## src/rtl/dmem_ctrl_pkg.sv

```systemverilog
// Shared constants for the data-memory load/store sequencer:
// word width, RISC-V load/store funct3 codes and the 3-bit FSM encodings.
package dmem_ctrl_pkg;

  localparam int WORD_LEN = 32;

  // funct3 codes for loads/stores
  localparam logic [2:0] LSU_B  = 3'b000;
  localparam logic [2:0] LSU_H  = 3'b001;
  localparam logic [2:0] LSU_W  = 3'b010;
  localparam logic [2:0] LSU_BU = 3'b100;
  localparam logic [2:0] LSU_HU = 3'b101;

  // sequencer states
  localparam logic [2:0] ST_IDLE = 3'd0;
  localparam logic [2:0] ST_RD   = 3'd1;
  localparam logic [2:0] ST_DATA = 3'd2;
  localparam logic [2:0] ST_WR   = 3'd3;
  localparam logic [2:0] ST_RESP = 3'd4;

  // funct3 values that no load/store may use, plus unsigned stores
  function automatic logic f3_illegal(input logic we, input logic [2:0] f3);
    logic bad;
    bad = (f3 == 3'b011) || (f3 == 3'b110) || (f3 == 3'b111);
    return bad || (we && f3[2]);
  endfunction

endpackage

```

## src/rtl/dmem_lane_align.sv

```systemverilog
// Little-endian lane steering for the data port.
// Load path: picks the addressed byte/halfword and sign/zero-extends it.
// Store path: merges the low byte/halfword of the store data into the old word.
module dmem_lane_align
  import dmem_ctrl_pkg::*;
(
  input  logic [WORD_LEN-1:0] word,
  input  logic [WORD_LEN-1:0] st_data,
  input  logic [1:0]          offs,
  input  logic [2:0]          funct3,
  output logic [WORD_LEN-1:0] ld_data,
  output logic [WORD_LEN-1:0] merged
);

  logic [7:0]  lane_b;
  logic [15:0] lane_h;
  logic [4:0]  bit_ofs;

  assign bit_ofs = {offs, 3'b000};

  // extract the addressed lane and extend it to a full word
  always_comb begin
    lane_b = word[bit_ofs +: 8];
    lane_h = offs[1] ? word[31:16] : word[15:0];
    case (funct3)
      LSU_B:   ld_data = {{24{lane_b[7]}}, lane_b};
      LSU_H:   ld_data = {{16{lane_h[15]}}, lane_h};
      LSU_W:   ld_data = word;
      LSU_BU:  ld_data = {24'd0, lane_b};
      LSU_HU:  ld_data = {16'd0, lane_h};
      default: ld_data = 32'd0;
    endcase
  end

  // replace only the addressed lane, keep the rest of the old word
  always_comb begin
    merged = word;
    case (funct3[1:0])
      2'b00: merged[bit_ofs +: 8] = st_data[7:0];
      2'b01: begin
        if (offs[1]) begin
          merged[31:16] = st_data[15:0];
        end else begin
          merged[15:0] = st_data[15:0];
        end
      end
      default: merged = st_data;
    endcase
  end

endmodule

```

## src/rtl/dmem_ctrl.sv

```systemverilog
// Load/store sequencer owning the data port of the word-wide shared memory.
// Sub-word stores are done as read-modify-write; loads are extended.
// Build option: define MISALIGN_TRAP_EN to reject misaligned halfword/word
// accesses with resp_err; otherwise the offending low address bits are
// cleared and the access proceeds aligned.
module dmem_ctrl
  import dmem_ctrl_pkg::*;
#(
  parameter int AWIDTH = 16
) (
  input  logic                clk,
  input  logic                rst,
  input  logic                req_valid,
  output logic                req_ready,
  input  logic                req_we,
  input  logic [2:0]          req_funct3,
  input  logic [WORD_LEN-1:0] req_addr,
  input  logic [WORD_LEN-1:0] req_wdata,
  output logic                resp_valid,
  output logic                resp_err,
  output logic [WORD_LEN-1:0] resp_rdata,
  output logic [WORD_LEN-1:0] mem_addr,
  output logic                mem_wen,
  output logic [WORD_LEN-1:0] mem_wdata,
  input  logic [WORD_LEN-1:0] mem_rdata
);

  logic [2:0]          state;
  logic                we_q;
  logic [2:0]          f3_q;
  logic [WORD_LEN-1:0] addr_q;
  logic [WORD_LEN-1:0] wdata_q;
  logic                err_q;

  logic                req_err;
  logic [WORD_LEN-1:0] req_addr_al;
  logic [WORD_LEN-1:0] word_addr;
  logic [WORD_LEN-1:0] load_data;
  logic [WORD_LEN-1:0] merged;

  assign req_ready = (state == ST_IDLE);
  assign word_addr = {addr_q[WORD_LEN-1:AWIDTH], addr_q[AWIDTH-1:2], 2'b00};

  // classify the incoming request and produce the address used for lane selection
  always_comb begin
    req_addr_al = req_addr;
`ifdef MISALIGN_TRAP_EN
    req_err = f3_illegal(req_we, req_funct3) ||
              ((req_funct3[1:0] == 2'b01) && req_addr[0]) ||
              ((req_funct3[1:0] == 2'b10) && (req_addr[1:0] != 2'b00));
`else
    req_err = f3_illegal(req_we, req_funct3);
    if (req_funct3[1:0] == 2'b01) begin
      req_addr_al[0] = 1'b0;
    end else if (req_funct3[1:0] == 2'b10) begin
      req_addr_al[1:0] = 2'b00;
    end else begin
      req_addr_al = req_addr;
    end
`endif
  end

  dmem_lane_align u_align (
    .word    (mem_rdata),
    .st_data (wdata_q),
    .offs    (addr_q[1:0]),
    .funct3  (f3_q),
    .ld_data (load_data),
    .merged  (merged)
  );

  // sequencer state, latched request and registered response
  always_ff @(posedge clk) begin
    if (rst) begin
      state      <= ST_IDLE;
      we_q       <= 1'b0;
      f3_q       <= 3'd0;
      addr_q     <= 32'd0;
      wdata_q    <= 32'd0;
      err_q      <= 1'b0;
      resp_valid <= 1'b0;
      resp_err   <= 1'b0;
      resp_rdata <= 32'd0;
    end else begin
      resp_valid <= 1'b0;
      resp_err   <= 1'b0;
      case (state)
        ST_IDLE: begin
          if (req_valid) begin
            we_q       <= req_we;
            f3_q       <= req_funct3;
            addr_q     <= req_addr_al;
            wdata_q    <= req_wdata;
            err_q      <= req_err;
            resp_rdata <= 32'd0;
            if (req_err) begin
              state <= ST_RESP;
            end else if (req_we && (req_funct3 == LSU_W)) begin
              state <= ST_WR;
            end else begin
              state <= ST_RD;
            end
          end else begin
            state <= ST_IDLE;
          end
        end
        ST_RD:   state <= ST_DATA;
        ST_DATA: begin
          if (!we_q) begin
            resp_rdata <= load_data;
          end else begin
            resp_rdata <= 32'd0;
          end
          state <= ST_RESP;
        end
        ST_WR:   state <= ST_RESP;
        ST_RESP: begin
          resp_valid <= 1'b1;
          resp_err   <= err_q;
          state      <= ST_IDLE;
        end
        default: state <= ST_IDLE;
      endcase
    end
  end

  // memory port decoded from the state register and latched request
  always_comb begin
    mem_addr  = 32'd0;
    mem_wen   = 1'b0;
    mem_wdata = 32'd0;
    case (state)
      ST_RD: mem_addr = word_addr;
      ST_DATA: begin
        mem_addr = word_addr;
        if (we_q) begin
          mem_wen   = 1'b1;
          mem_wdata = merged;
        end else begin
          mem_wen   = 1'b0;
        end
      end
      ST_WR: begin
        mem_addr  = word_addr;
        mem_wen   = 1'b1;
        mem_wdata = wdata_q;
      end
      default: mem_addr = 32'd0;
    endcase
  end

endmodule

```

## config.mk

```make
export PLATFORM = sky130hd
export DESIGN_NAME = dmem_ctrl
export DESIGN_NICKNAME = d
export VERILOG_FILES = /design/src/rtl/dmem_ctrl_pkg.sv /design/src/rtl/dmem_lane_align.sv /design/src/rtl/dmem_ctrl.sv
export SDC_FILE = /design/constraint.sdc
export NUM_CORES = 1
export LEC_CHECK = 0
export ABC_AREA = 1
export CAP_MARGIN = 10
export CORE_AREA = 4 4 118 120
export DETAILED_ROUTE_END_ITERATION = 7
export DIE_AREA = 0 0 122 124
export PLACE_DENSITY = 0.85
export SKIP_CTS_REPAIR_TIMING = 1
export SLEW_MARGIN = 10
export SYNTH_ARGS = -nofsm -noshare
export SYNTH_HDL_FRONTEND = slang
export SYNTH_HIERARCHICAL = 1
export SYNTH_SLANG_ARGS = --single-unit
```

## constraint.sdc

```tcl
create_clock -name clk -period 4.8 [get_ports clk]
set_input_delay 0.72 -clock clk [delete_from_list [all_inputs] [get_ports clk]]
set_output_delay 0.72 -clock clk [all_outputs]
set_load 0.01 [all_outputs]
```

* Yosys cells after proc, flatten, opt, wreduce, memory -nomap -nowiden
Index checks and enable logic that the tools add are counted.
** Storage, ports and cells
- Latch bits :: 0
- Word-level logic and storage cells :: 66
- ROM bits :: 0
- Memory bits (writable) :: 0
- Register bits :: 106
- Memories kept :: 0
- Output and inout port bits :: 100
** Operators by class
- Divide/modulo/power cells :: 0
- Equal/unequal tests :: 16
- Bitwise logic cells :: 1
- $lt $le $gt $ge :: 0
- Multiply operators :: 0
- Shift-type cells :: 3
- Mux-type cells :: 22
- Reduce and logical (&&, ||, !) cells :: 14
- Add/subtract/negate cells :: 1
** Operators by type and width (count)
- 32-bit case mux with 2 select lines :: 3
- 32-bit case mux with 5 select lines :: 1
- 32-bit two-way mux :: 4
- 16-bit two-way mux :: 3
- 32-bit bitwise mux :: 1
- 8-bit by 7-bit variable shift with 32-bit output (first input constant) :: 1
- 32-bit by 6-bit indexed part select with 8-bit output :: 1
- 8-bit by 7-bit indexed part select with 32-bit output :: 1
- 3-bit by 2-bit equality test with 1-bit output (second input constant) :: 5
- 3-bit equality test (second input constant) :: 5
- 3-bit case mux with 3 select lines :: 1
- 5-bit negation with 7-bit output :: 1
- 3-bit by 1-bit equality test with 1-bit output (second input constant) :: 2
- 3-bit zero test :: 2
- 3-bit two-way mux :: 2
- 2-bit by 1-bit equality test with 1-bit output (second input constant) :: 2
- 1-bit two-way mux :: 4
- 2-bit two-way mux :: 2
- 2-bit AND reduction :: 2
- 2-bit OR reduction :: 2
- 1-bit logical OR :: 3
- 3-bit OR reduction :: 1
- 2-bit equality test (second input constant) :: 1
- 1-bit logical AND :: 2
- 5 further kinds :: 5

* Logic depth before layout (Yosys ltp)
- Word-level depth :: 7
- Gate-level depth with buffers :: 13
- Mapped depth without buffers :: 9

* Cells and area by module
The synthesis kept the hierarchy.
** Modules (own cells, without submodules)
- dmem_ctrl :: seq. area each 2122.0 µm², times used 1, area an instance 4389.2 µm², cells an instance 591
- dmem_lane_align :: seq. area each 0.0 µm², times used 1, area an instance 2047.0 µm², cells an instance 427

* Worst setup path after synthesis
No wires, ideal clock.
- Path kind :: reg2out
- Start :: register addr_q[1]
- End :: output mem_wdata[5]
- Cell stages (with the launch flop) :: 14
- Required time :: 4.080 ns
- Arrival :: 1.897 ns
- Setup slack :: 2.183 ns
- Path through :: dfxtp_1 > buf_4 > inv_1 > buf_4 > buf_2 > ha_1 > buf_2 > clkbuf_1 > nor2_1 > nor2_1 > nand2_1 > nand3_1 > nand3_1 > o21ai_0
** On the way
- Word-level cells in the longest chain between the ends :: 6
- Elaborated cells on any way between the ends :: 8
** RTL lines
- start: declaration :: RTL line dmem_ctrl.sv:31 : logic [WORD_LEN-1:0] addr_q;
- start signal: assignment :: RTL line dmem_ctrl.sv:92 : addr_q <= req_addr_al;
- 5-bit negation with 7-bit output :: RTL line dmem_lane_align.sv:39 : 2'b00: merged[bit_ofs +: 8] = st_data[7:0];
- 8-bit by 7-bit indexed part select with 32-bit output or 8-bit by 7-bit variable shift with 32-bit output (tied branches) :: RTL line dmem_lane_align.sv:39
- 32-bit bitwise mux :: RTL line dmem_lane_align.sv:39
- 32-bit case mux with 2 select lines * :: RTL line dmem_lane_align.sv:38 : case (funct3[1:0])
- named net merged[5] :: RTL line dmem_ctrl.sv:39 : logic [WORD_LEN-1:0] merged;
- 32-bit two-way mux * :: RTL line dmem_ctrl.sv:136 : if (we_q) begin
- 32-bit case mux with 2 select lines * :: RTL line dmem_ctrl.sv:132 : case (state)
- end: declaration :: RTL line dmem_ctrl.sv:24 : output logic [WORD_LEN-1:0] mem_wdata,
The timed path passes the listed nets; every way through them passes the cells marked *.

* Worst setup path in the final report
- Start :: register addr_q[0]
- End :: output mem_wdata[30]
** On the way
- Word-level cells in the longest chain between the ends :: 6
- Elaborated cells on any way between the ends :: 7
** RTL lines (RTL line)
- 5-bit negation with 7-bit output * :: dmem_lane_align.sv:39
- 8-bit by 7-bit indexed part select with 32-bit output or 8-bit by 7-bit variable shift with 32-bit output (tied branches) :: dmem_lane_align.sv:39
- 32-bit bitwise mux * :: dmem_lane_align.sv:39
- 32-bit case mux with 2 select lines * :: dmem_lane_align.sv:38
- named net merged[30] :: dmem_ctrl.sv:39
- 32-bit two-way mux * :: dmem_ctrl.sv:136
- 32-bit case mux with 2 select lines * :: dmem_ctrl.sv:132
Marked as above.

==> flow_metrics.env <==
export IMPL_status="completed"
export IMPL_clk_path_buf_depth=2
export IMPL_worst_pin_slew_ns=1.16
export IMPL_rows=42
export IMPL_place_area_um2=8340
export IMPL_syn_area_per_cell_um2=6.32
export IMPL_core_region_area_um2=13000
export IMPL_wl_mm=21.7
export IMPL_drc=0
export IMPL_start_util_pct=49.6
export IMPL_die_area_um2=15100
export IMPL_fillCellCount=1195
export IMPL_drt_iter0_drc=1035
export IMPL_antenna_found_initial=0
export IMPL_yosysUniqueCellTypes=32
export IMPL_synthCells=1018
export IMPL_wl_per_cell_um=16.2
export IMPL_rsz0062_at_grt="false"
export IMPL_worstPathArrival_ns=3.08
export IMPL_leakagePower_nw=3.26
export IMPL_slew_headroom_pct=22.5
export IMPL_hold_viol=0
export IMPL_met2_usage_pct=41.4
export IMPL_place_inst=1325
export IMPL_seq_area_frac_synth_pct=33.0
export IMPL_critPathCaptureType="output port"
export IMPL_io_buffers=200
export IMPL_syn_cell_area_um2=6440
export IMPL_synth_area_leaders="dfxtp_1 33%, nand3_1 12%, a21oi_1 10%, o21ai_0 9.8%, nand2_1 9.6%"
export IMPL_crit_type="reg -> out"
export IMPL_antenna_cells=0
export IMPL_required_ns=4.08
export IMPL_skew_ns=0.00927
export IMPL_hold_path_class="reg -> reg"
export IMPL_area_growth_pct=34.0
export IMPL_grt_pass1_vias=6562
export IMPL_cts_inserted_buffers=9
export IMPL_dieHeight_um=124
export IMPL_place_gp_congestion=0.959
export IMPL_maxCapViolCount=0
export IMPL_grt_util_all_layers_pct=27.9
export IMPL_multi_input_area_um2=3500
export IMPL_final_net_count=1268
export IMPL_cts_tree="yes"
export IMPL_cts_sinks=106
export IMPL_async_flop_share_pct=0
export IMPL_overflow=0
export IMPL_grt_max_degree=114
export IMPL_cts_root_buffer="clkbuf_16"
export IMPL_yosysWarnings=6
export IMPL_fin_crit_sh_pct=79.1
export IMPL_die_x_um=122
export IMPL_use_met1_pct=39.7
export IMPL_final_util_pct=66.4
export IMPL_vias=7437
export IMPL_viasPerCell=5.55
export IMPL_ir_worst_vdd_uv=144
export IMPL_startpoint_type="register"
export IMPL_drv_slew=0
export IMPL_synth_edf_count=0
export IMPL_grt_busiest_layer="met2"
export IMPL_clock_fmax_ghz=0.263
export IMPL_setup_tns_final_ns=0
export IMPL_power_total_mw=2.31
export IMPL_use_met3_pct=5.63
export IMPL_grt_pass1_wl_mm=33.7
export IMPL_ant_nets=0
export IMPL_final_cells=1341
export IMPL_min_period_ns=3.80
export IMPL_io_pins=203
export IMPL_finalSetupViolCount=0
export IMPL_dr_pass1_iters=7
export IMPL_cts_htree_levels=3
export IMPL_clock_latency_ns=0.36
export IMPL_clkTransAtPathRegs_ns=0.08
export IMPL_ys_flop_type="dfxtp_1"
export IMPL_dp_hpwl_mm=15.4
export IMPL_synth_top_area_share_pct=33.0
export IMPL_synth_area_leader_cell="dfxtp_1"
export IMPL_seq_area_um2=2120
export IMPL_layout_drive_gt1_share_pct=4.03
export IMPL_worstPathMaxFanout=17
export IMPL_final_area_um2=8620
export IMPL_synth_seq_cells=106
export IMPL_p_per_area_nw_per_um2=268
## cell usage after synthesis, types with 3 or more instances
library cell    n
ha_1            5
a21oi_1       135
nor3_1          9
nand4_1         9
clkbuf_1       30
a22oi_1         8
o21ai_1        25
buf_4           5
inv_1         103
nand2_1       165
nor2_1         56
nor2_2          3
dfxtp_1       106
buf_6           5
o211ai_1        7
o21ai_0       126
nand3_1       157
buf_2          40
inv_2           7
## placed cells by master (no fill, tap or decap), drive strengths merged
cell	count
clkdlybuf4s50	200
nand2	168
nand3	159
o21ai	153
a21oi	136
inv	115
dfxtp	106
nor2	61
buf	10
nor3	10
clkbuf	10
nand4	9
a22oi	8
o211ai	7
ha	5
clkinv	3
and2	2
conb	2
xnor2	1
## layout make-up
class / count / share of cell area, %
multi-input cells: 721 / 40.5
flip-flops and latches: 106 / 24.6
repair buffers: 210 / 24.1
inverters: 112 / 4.90
clock buffers: 10 / 2.66
well taps: 176 / 2.55
clock inverters: 6 / 0.639
## report_power, final
group / switching [mW] / leakage, nW / total (mW) / internal, mW
Sequential: 0.0539 / 0.871 / 0.995 / 0.942
Combinational: 0.362 / 2.25 / 0.590 / 0.228
Clock: 0.364 / 0.140 / 0.728 / 0.364
Total: 0.781 / 3.26 / 2.31 / 1.53
## routing by layer
layer  share of wire, %  wire [um]  vias to the layer above
met3                9.7       2110                       46
met4                2.5        551                        0
li1                   -          -                     3676
met2                 44       9520                      402
met1                 44       9510                     3313
met5                  0          0                        -
## final timing paths
path | from | endpoint | slack (ns) | cells after the start
setup / recovery | addr_q[0] | mem_wdata[30] | 1.00 | 10
hold / removal | addr_q[14] | addr_q[14] | 0.46 | 2
setup reg to reg | state[0] | state[2] | 2.42 | 6
hold reg to reg | addr_q[14] | addr_q[14] | 0.46 | 2
## worst max-delay path, cell delays in order (launching register included)
cell and delay, ns:
dfxtp_1 0.61, inv_2 0.15, ha_1 0.44, inv_1 0.15, nand3_1 0.07, o21ai_0 0.24
nand2_1 0.14, nand2_1 0.09, nand3_1 0.07, o21ai_0 0.15, clkdlybuf4s50_1 0.61
## kinds of logic after synthesis
| kind of cell | share of synthesized area, % |
|---|---|
| adder cells (fa/ha/maj) | 0.972 |
| flip-flops | 33.0 |
| AO/OA/AOI/OAI | 24.5 |
| other | 0.0583 |
| XOR/XNOR | 0.136 |
| buffers and inverters | 12.9 |
| AND/OR/NAND/NOR | 28.5 |
## metrics by stage
stage | setup slack [ns] | hold slack [ns]
finish | 1.00 | 0.455
floorplan | 2.18 | 0.430
CTS | 1.07 | 0.458
detailed placement | 1.46 | 0.445
global placement | 1.44 | 0.439
global route | 0.730 | 0.471
## flip-flops by register name, indices dropped and copies added, names as in the netlist
register	cells
addr_q	32
resp_rdata	32
wdata_q	32
f3_q	3
state	3
err_q	1
resp_err	1
resp_valid	1
we_q	1
Power figures use the tool's default switching activity.
